==> src/rtl/rv32i_types_pkg.sv <==
// Shared types for the core context swap unit.
//   swap_state_t : states of the swap controller
//   NUM_REGS     : architectural integer registers per file (x0 included)
//   SWAP_LATENCY : cycles from an accepted swap request to stall release
package rv32i_types;

    localparam int NUM_REGS     = 32;
    localparam int SWAP_LATENCY = NUM_REGS + 3;

    typedef enum logic [2:0] {
        IDLE,
        XFER,
        DRAIN,
        PC_LOAD,
        DONE
    } swap_state_t;

endpackage

==> src/rtl/core_context_swap_unit_xfer_sequencer.sv <==
// Register transfer sequencer for the context swap unit.
// Walks the transfer index 1..NUM_REGS-1 while active, and keeps a
// one-cycle delayed copy of the index and a valid flag. Writes use the
// delayed index so they line up with the 1-cycle regfile read latency.
// Ports:
//   clk, rst   : clock, synchronous active-high reset
//   start      : load the index with 1 (accepted swap request)
//   active     : controller is issuing reads this cycle
//   idx        : current read index
//   idx_last   : idx is the final register (NUM_REGS-1)
//   idx_d      : read index of the previous cycle (write index)
//   valid_d    : a read was issued last cycle, so write this cycle
module swap_xfer_sequencer #(
    parameter int NUM_REGS  = 32,
    parameter int RF_ADDR_W = $clog2(NUM_REGS)
) (
    input  logic                 clk,
    input  logic                 rst,
    input  logic                 start,
    input  logic                 active,
    output logic [RF_ADDR_W-1:0] idx,
    output logic                 idx_last,
    output logic [RF_ADDR_W-1:0] idx_d,
    output logic                 valid_d
);

    // Terminal compare stops the counter at NUM_REGS-1, so it never wraps.
    assign idx_last = (idx == RF_ADDR_W'(NUM_REGS - 1));

    always_ff @(posedge clk) begin
        if (rst) begin
            idx     <= '0;
            idx_d   <= '0;
            valid_d <= 1'b0;
        end else begin
            if (start) begin
                // x0 is never transferred, so the walk starts at 1.
                idx <= RF_ADDR_W'(1);
            end else if (active && !idx_last) begin
                idx <= idx + RF_ADDR_W'(1);
            end
            valid_d <= active;
            idx_d   <= active ? idx : '0;
        end
    end

endmodule

==> src/rtl/core_context_swap_unit.sv <==
// Core context swap unit.
// On a swap request from the scheduler, stalls both cores, crosses x1..x31
// between the OOO and pipelined register files, swaps the two fetch PCs,
// then releases the cores and flips the thread-to-core mapping.
//
// state   | meaning
// --------+-----------------------------------------------------------
// IDLE    | waiting for swap_req, cores running
// XFER    | issuing reads for x1..x31, writes trail by one cycle
// DRAIN   | final write (x31) from the last read
// PC_LOAD | both PCs overwritten with the other core's PC
// DONE    | completion pulse, mapping flips, swap counter increments
//
// Ports:
//   clk, rst                  : clock, synchronous active-high reset
//   swap_req                  : swap strobe, sampled only in IDLE
//   ooo_pc, ppl_pc            : current fetch PCs of both cores
//   ooo/ppl_rf_raddr, _rdata  : transfer read ports (1-cycle latency)
//   ooo/ppl_rf_we/waddr/wdata : transfer write ports
//   ooo/ppl_pc_load, _val     : PC overwrite strobes and values
//   core_stall, swap_busy     : swap in progress (cores frozen)
//   swap_done                 : one-cycle completion pulse
//   thread_map                : 0 = thread A on OOO, 1 = thread A on PPL
//   swap_count                : completed swaps, saturating
module core_context_swap_unit #(
    parameter int XLEN       = 32,
    parameter int NUM_REGS   = 32,
    parameter int RF_ADDR_W  = $clog2(NUM_REGS),
    parameter int SWAP_CNT_W = 16
) (
    input  logic                  clk,
    input  logic                  rst,
    input  logic                  swap_req,
    input  logic [XLEN-1:0]       ooo_pc,
    input  logic [XLEN-1:0]       ppl_pc,
    output logic [RF_ADDR_W-1:0]  ooo_rf_raddr,
    input  logic [XLEN-1:0]       ooo_rf_rdata,
    output logic [RF_ADDR_W-1:0]  ppl_rf_raddr,
    input  logic [XLEN-1:0]       ppl_rf_rdata,
    output logic                  ooo_rf_we,
    output logic [RF_ADDR_W-1:0]  ooo_rf_waddr,
    output logic [XLEN-1:0]       ooo_rf_wdata,
    output logic                  ppl_rf_we,
    output logic [RF_ADDR_W-1:0]  ppl_rf_waddr,
    output logic [XLEN-1:0]       ppl_rf_wdata,
    output logic                  ooo_pc_load,
    output logic [XLEN-1:0]       ooo_pc_load_val,
    output logic                  ppl_pc_load,
    output logic [XLEN-1:0]       ppl_pc_load_val,
    output logic                  core_stall,
    output logic                  swap_busy,
    output logic                  swap_done,
    output logic                  thread_map,
    output logic [SWAP_CNT_W-1:0] swap_count
);

    import rv32i_types::*;

    swap_state_t          state;
    swap_state_t          state_nxt;
    logic [RF_ADDR_W-1:0] idx;
    logic [RF_ADDR_W-1:0] idx_d;
    logic                 idx_last;
    logic                 valid_d;
    logic                 start;
    logic                 in_xfer;

    assign start   = (state == IDLE) && swap_req;
    assign in_xfer = (state == XFER);

    swap_xfer_sequencer #(
        .NUM_REGS  (NUM_REGS),
        .RF_ADDR_W (RF_ADDR_W)
    ) u_seq (
        .clk      (clk),
        .rst      (rst),
        .start    (start),
        .active   (in_xfer),
        .idx      (idx),
        .idx_last (idx_last),
        .idx_d    (idx_d),
        .valid_d  (valid_d)
    );

    always_ff @(posedge clk) begin
        if (rst) begin
            state <= IDLE;
        end else begin
            state <= state_nxt;
        end
    end

    always_comb begin
        state_nxt = state;
        case (state)
            IDLE:    if (swap_req) state_nxt = XFER;
            XFER:    if (idx_last) state_nxt = DRAIN;
            DRAIN:   state_nxt = PC_LOAD;
            PC_LOAD: state_nxt = DONE;
            DONE:    state_nxt = IDLE;
            default: state_nxt = IDLE;
        endcase
    end

    always_comb begin
        core_stall      = (state != IDLE);
        swap_busy       = (state != IDLE);
        swap_done       = (state == DONE);

        ooo_rf_raddr    = in_xfer ? idx : '0;
        ppl_rf_raddr    = in_xfer ? idx : '0;

        // Writes trail reads by one cycle; the write at i-1 never touches
        // the register being read at i, so all read data is pre-swap.
        ooo_rf_we       = valid_d;
        ppl_rf_we       = valid_d;
        ooo_rf_waddr    = valid_d ? idx_d : '0;
        ppl_rf_waddr    = valid_d ? idx_d : '0;
        ooo_rf_wdata    = valid_d ? ppl_rf_rdata : '0;
        ppl_rf_wdata    = valid_d ? ooo_rf_rdata : '0;

        // PCs are frozen by the stall, so sampling them live is safe here.
        ooo_pc_load     = (state == PC_LOAD);
        ppl_pc_load     = (state == PC_LOAD);
        ooo_pc_load_val = (state == PC_LOAD) ? ppl_pc : '0;
        ppl_pc_load_val = (state == PC_LOAD) ? ooo_pc : '0;
    end

    always_ff @(posedge clk) begin
        if (rst) begin
            thread_map <= 1'b0;
            swap_count <= '0;
        end else if (state == DONE) begin
            thread_map <= ~thread_map;
            if (swap_count != '1) begin
                swap_count <= swap_count + SWAP_CNT_W'(1);
            end
        end
    end

endmodule
==> config.mk <==
export PLATFORM = sky130hd
export DESIGN_NAME = core_context_swap_unit
export DESIGN_NICKNAME = d
export VERILOG_FILES = /design/src/rtl/rv32i_types_pkg.sv /design/src/rtl/core_context_swap_unit_xfer_sequencer.sv /design/src/rtl/core_context_swap_unit.sv
export SDC_FILE = /design/constraint.sdc
export NUM_CORES = 1
export LEC_CHECK = 0
export ABC_AREA = 1
export CORE_AREA = 2 2 117 119
export DETAILED_ROUTE_END_ITERATION = 8
export DIE_AREA = 0 0 119 121
export RECOVER_POWER = 50
export SYNTH_ARGS = -nofsm -noshare
export SYNTH_HDL_FRONTEND = slang
export SYNTH_SLANG_ARGS = --single-unit
==> constraint.sdc <==
create_clock -name clk -period 3.5 [get_ports clk]
set_input_delay 0.525 -clock clk [delete_from_list [all_inputs] [get_ports clk]]
set_output_delay 0.525 -clock clk [all_outputs]
set_load 0.05 [all_outputs]
==> qor.csv, run 1 <==
stage;metric;value;unit
sta;maxSlewViolCount;0;
worst_setup_path;worstPathRequired;2.97;ns
yosys;synth_top_area_cell;dfxtp_1;
clock_tree;clockBufferDepth;2;
die;core-area;13100;µm²
die;die-area;14400;µm²
clock_tree;cts_buffers;5;
yosys;synthTopCellsByArea;dfxtp_1, inv_1, nand2_1;
routing;drt-total-wl;12.6;mm
layout;synthToLayoutAreaGrowth;116;%
min_path;hold_class;reg2reg;
global_route;track_usage;16.3;%
clock_tree;clkSlewWorstSetupHoldPaths;0.05;ns
yosys;yosysSeqAreaShare;22.1;%
clock_tree;cts_tree;built;
worst_setup_path;slowest_stage;clkdlybuf4s50_1;
sta;tightest_slew;0.771;ns
sta;fin_skew;0.00742;ns
routing;avgViaCountPerCell;3.77;
routing;num_vias;3750;
worst_setup_path;path_cells;nand2_1, nor2_2, inv_2, buf_12, nor2_1, clkdlybuf4s50_1;
clock_tree;cts_resized;0;
worst_setup_path;worst-path-max-fanout;59;
sta;rsz0062_at_grt;false;
worst_setup_path;r2r-start;swap_count[1];
die;placementRows;42;
worst_setup_path;crit_start;state[0];
layout;drive_gt1_share;4.16;%
job;drv_cap;0;
global_route;antenna_found_initial;1;
yosys;synth_flop_cell;dfxtp_1;
die;ios;303;
sta;fmax;363;MHz
min_path;holdCritStartpoint;u_seq.idx[3];
sta;fin_crit_sh;78.7;%
routing;avgRoutedWirePerCell;12.6;µm
worst_setup_path;r2r.worst_path.cells;8;
global_route;grt_overflow;0;
worst_setup_path;arrival;2.23;ns
global_route;grt_max_degree;72;
worst_setup_path;timing.rr.end;swap_count[7];
layout;final_nets;950;
pwr;power.leakage;3.30;nW
yosys;synth_cell_type_count;28;
yosys;syn_area;2810;µm²
sta;finalCriticalPeriod;2.75;ns
yosys;syn_area_per_cell;5.26;µm²
clock_tree;hold_buffers;0;
yosys;yosysTopAreaCellShare;22.1;%
global_route;grt_pass1_vias;3355;
layout;final_cell_area;6050;µm²
yosys;ys_ff_latch;31;
yosys;ys_warn_count;0;
routing;antenna_left;0;
sta;holdWs;0.466;ns
yosys;yosysMostFrequentCell;inv_1;
min_path;holdPathStages;2;
yosys;async_reset_ff_share;0;%
die;die_h;121;µm
worst_setup_path;rrSetupSlack;1.74;ns
sta;slew_headroom;48.6;%
layout;fillers;1327;
place;gp_congestion;0.846;
die;initial_core_util;21.4;%
worst_setup_path;cp-end-kind;primary output;
sta;setup_violations;0;
place;postPlaceCellArea;5930;µm²
yosys;syn_inst;534;
worst_setup_path;cp-start-kind;flop;
worst_setup_path;path_class;reg2out;
sta;fin_tns_setup;0;ns
routing;first_pass_iters;5;
die;die_x;119;µm
clock_tree;clk_latency;0.27;ns
pwr;p_per_area;228;nW/µm²
clock_tree;cts-root-buf;clkbuf_16;
routing;drtIter0Drc;117;
pwr;peakVddDrop;0.000154;V
place;io_buffer_count;302;
min_path;hold_end;u_seq.idx[3];
sta;hold_viol;0;
clock_tree;cts_setup_buffers;0;
global_route;grt_pass1_wl;18.7;mm
status;status;completed;
clock_tree;cts.sink_count;31;
clock_tree;htree_levels;2;
place;dp_hpwl;10.4;mm
yosys;synth_nets;668;
worst_setup_path;slowest_delay;0.82;ns
routing;drcViolationCount;0;
yosys;synthTopCellsByCount;inv_1, nand2_1, nor2_1;
yosys;synth_edf_count;0;
layer usage:
layer  vias to the layer above  track usage [%]  wire length (µm)
li1                       2034                -                 -
met1                      1568             19.4              5170
met2                       136             29.8              6390
met3                        12             4.04               831
met4                         0             3.13               163
met5                         -                0                 0
cell usage in the layout (no fill, tap or decap), types with 5 or more instances in the layout:
cell type        count
o21ai_0              6
clkbuf_16            5
nand4_1              6
a21oi_1             10
nand2_1            119
xor2_1               6
nand2_2              5
nor2_1             117
inv_1              159
dfxtp_1             30
nand3_1             16
clkdlybuf4s50_1    231
dlygate4sd3_1       71
flip-flops by register name (all words and copies together), names as in the netlist:
register       count
u_seq.idx_d        5
u_seq.idx          5
thread_map         1
u_seq.valid_d      1
swap_count        16
state              3
critical path, delay by kind of cell, from the launching register on:
kind	cells	cell delay, ns
and+or+nand+nor	3	0.42
DFF	1	0.40
buffers and inverters	3	1.11
worst max path at each step:
stage | to | slack (ns) | cells after the start
2_1_floorplan | ooo_pc_load_val[12] | 0.99 | 6
5_1_grt | ppl_pc_load_val[19] | 0.57 | 6
3_3_place_gp | ooo_pc_load_val[0] | 0.96 | 6
3_5_place_dp | ooo_pc_load_val[0] | 0.97 | 6
6_report | ooo_pc_load_val[0] | 0.75 | 6
4_1_cts | ooo_pc_load_val[0] | 0.68 | 6
through the flow:
| step | power, mW | worst slack [ns] | utilization (%) | instances |
|---|---|---|---|---|
| 2_1_floorplan | 0.707 | 0.988 | - | 534 |
| 3_3_place_gp | 0.990 | 0.956 | 45.3 | 985 |
| 3_5_place_dp | 0.991 | 0.968 | 45.3 | 985 |
| 4_1_cts | 1.41 | 0.675 | 46.4 | 993 |
| 5_1_grt | 1.45 | 0.571 | 46.2 | 994 |
| 6_report | 1.38 | 0.746 | 46.2 | 994 |
cell families after synthesis:
family / after synthesis / share of synthesized area, %
flip-flops: 31 / 22.1
AO/OA/AOI/OAI: 19 / 3.83
buffers and inverters: 194 / 28.1
XOR/XNOR: 7 / 2.18
AND/OR/NAND/NOR: 280 / 42.4
adder cells (fa/ha/maj): 3 / 1.34
report_power, final:
part	total, mW	internal [mW]	switching, mW
combinational	0.596	0.246	0.350
clock	0.411	0.262	0.148
sequential	0.371	0.363	0.00810
area by class of cell:
class,instances,area (µm²),share of cell area [%]
diodes,1,2.50,0.0414
clock buffers,7,133,2.19
clock inverters,1,5.00,0.0827
inverters,164,618,10.2
multi-input cells,309,1380,22.9
flip-flops and latches,31,622,10.3
well taps,176,220,3.64
repair buffers,305,3070,50.7
Power figures use the tool's default switching activity.
==> inputs of run 2 (changes only) <==
--- a/config.mk
+++ b/config.mk
@@ -6,9 +6,9 @@
 export NUM_CORES = 1
 export LEC_CHECK = 0
 export ABC_AREA = 1
-export CORE_AREA = 2 2 117 119
+export CORE_AREA = 2 2 118 120
 export DETAILED_ROUTE_END_ITERATION = 8
-export DIE_AREA = 0 0 119 121
+export DIE_AREA = 0 0 120 122
 export RECOVER_POWER = 50
 export SYNTH_ARGS = -nofsm -noshare
 export SYNTH_HDL_FRONTEND = slang
==> constraint.sdc (replaced) <==
create_clock -name clk -period 2.7 [get_ports clk]
set_input_delay 0.405 -clock clk [delete_from_list [all_inputs] [get_ports clk]]
set_output_delay 0.405 -clock clk [all_outputs]
set_load 0.05 [all_outputs]
==> qor.csv, run 2 (synthesized netlist as in run 1, its figures left out) <==
stage;metric;value;unit;change
global_route;grt_overflow;0;;unchanged
sta;fin_skew;0.00513;ns;-0.00229 ns
layout;drive_gt1_share;11.9;%;+7.7 points
die;placementRows;43;;+2.4%
layout;layout_commonest_cell;clkdlybuf4s50_1;;
die;core-area;13500;µm²;+3.2%
routing;drtIter0Drc;133;;+14%
clock_tree;clkSlewWorstSetupHoldPaths;0.06;ns;about the same
sta;maxSlewViolCount;0;;unchanged
clock_tree;hold_buffers;0;;unchanged
global_route;grt_pass1_vias;3367;;+0.36%
layout;antenna_cells;0;;-1
min_path;holdPathStages;2;;unchanged
die;die_x;120;µm;+0.84%
place;gp_congestion;0.915;;+8.1%
layout;biggestRegsByFlops;swap_count (16), u_seq.idx (5), u_seq.idx_d (5);;
min_path;hold_class;reg2reg;;
worst_setup_path;arrival;2.04;ns;-0.19 ns
sta;finalCriticalPeriod;2.44;ns;
routing;first_pass_iters;4;;-1
worst_setup_path;timing.rr.end;swap_count[6];;
sta;holdWs;0.484;ns;+0.0179 ns
layout;largest_reg_flops;16;;unchanged
min_path;hold_end;u_seq.idx[3];;
worst_setup_path;cp-end-kind;primary output;;
layout;top_register;swap_count;;
pwr;power.leakage;3.19;nW;-3.3%
global_route;track_usage;18.8;%;+2.5 points
sta;tightest_slew;0.769;ns;-0.00186 ns
pwr;peakVddDrop;0.000271;V;+75%
die;initial_core_util;20.8;%;-0.67 points
routing;drcViolationCount;0;;unchanged
die;die-area;14600;µm²;+1.7%
sta;hold_viol;0;;unchanged
clock_tree;cts.sink_count;31;;unchanged
pwr;p_per_area;337;nW/µm²;+48%
sta;setup_violations;0;;unchanged
routing;num_vias;3761;;+0.29%
worst_setup_path;rrSetupSlack;0.80;ns;-0.94 ns
sta;fmax;409;MHz;
status;status;completed;;
worst_setup_path;worstPathRequired;2.30;ns;-0.67 ns
min_path;holdCritStartpoint;u_seq.idx[3];;
clock_tree;cts_tree;built;;
routing;avgRoutedWirePerCell;14.5;µm;+15%
sta;fin_crit_sh;90.5;%;
global_route;antenna_found_initial;1;;unchanged
sta;fin_tns_setup;0;ns;unchanged
global_route;grt_pass1_wl;20.6;mm;+10%
routing;antenna_left;0;;unchanged
die;ios;303;;unchanged
place;dp_hpwl;12.3;mm;+18%
place;io_buffer_count;302;;unchanged
layout;layout_common_cells;clkdlybuf4s50_1, inv_1, nand2_1, nor2_1, buf_4;;
worst_setup_path;r2r.worst_path.cells;9;;+1
clock_tree;cts_setup_buffers;0;;unchanged
clock_tree;cts-root-buf;clkbuf_16;;
routing;avgViaCountPerCell;3.77;;-0.11%
layout;synthToLayoutAreaGrowth;104;%;
clock_tree;clockBufferDepth;2;;unchanged
layout;final_nets;951;;+0.11%
sta;slew_headroom;48.7;%;+0.12 points
job;drv_cap;0;;unchanged
clock_tree;cts_buffers;5;;unchanged
worst_setup_path;worst-path-max-fanout;7;;-88%
sta;rsz0062_at_grt;false;;
global_route;grt_max_degree;72;;unchanged
clock_tree;cts_resized;0;;unchanged
pwr;total_power;1.93;mW;+40%
routing;drt-total-wl;14.5;mm;+16%
clock_tree;clk_latency;0.28;ns;about the same
clock_tree;htree_levels;2;;unchanged
die;die_h;122;µm;+0.83%
worst_setup_path;path_class;reg2out;;
worst_setup_path;cp-start-kind;flop;;
worst_setup_path;r2r-start;swap_count[1];;
## run 2: cell type report
cell class,count,area (µm²)
fill,1455,7770
timing repair buffer,306,2740
multi-input combinational,309,1350
sequential,31,622
inverter,164,618
tap,180,225
clock buffer,6,139
clock inverter,2,35.0
## run 2: layer usage
| metal | GRT usage [%] | share of wire, % | vias up |
|---|---|---|---|
| met5 | 0 | 0.11 | - |
| met4 | 2.72 | 0.97 | 2 |
| met3 | 9.69 | 13 | 12 |
| met2 | 27.8 | 42 | 160 |
| met1 | 24.9 | 44 | 1546 |
| li1 | - | - | 2041 |
## run 2: worst max path at each step
| stage | startpoint | endpoint | slack [ns] | cells past startpoint |
|---|---|---|---|---|
| after global routing | state[0] | ppl_pc_load | 0.16 | 3 |
| after detailed placement | ppl_rf_rdata[9] | ooo_rf_wdata[9] | 0.49 | 4 |
| after global placement | ppl_rf_rdata[9] | ooo_rf_wdata[9] | 0.49 | 4 |
| final | state[2] | ooo_rf_raddr[0] | 0.26 | 4 |
| after floorplan | state[0] | ooo_pc_load_val[12] | 0.31 | 6 |
| after CTS | state[2] | ooo_rf_raddr[0] | 0.22 | 4 |
## run 2: critical path, cell delays in order (launching register included)
cell	delay, ns
dfxtp_1	0.36
inv_1	0.12
nand3_2	0.16
nor2_1	0.26
clkdlybuf4s50_1	0.85
## run 2: stage by stage
step | worst slack, ns | instance area [µm²] | std cells | utilization, %
2_1_floorplan | 0.308 | 2810 | 534 | -
3_3_place_gp | 0.494 | 5750 | 990 | 42.6
3_5_place_dp | 0.491 | 5750 | 990 | 42.6
4_1_cts | 0.221 | 5920 | 998 | 43.9
5_1_grt | 0.156 | 5730 | 998 | 42.4
6_report | 0.255 | 5730 | 998 | 42.4
## run 2: power breakdown
group / internal, mW / leakage (nW) / total, mW / switching [mW]
registers: 0.471 / 0.251 / 0.481 / 0.0105
logic: 0.306 / 2.85 / 0.774 / 0.469
clock network: 0.459 / 0.0868 / 0.674 / 0.215
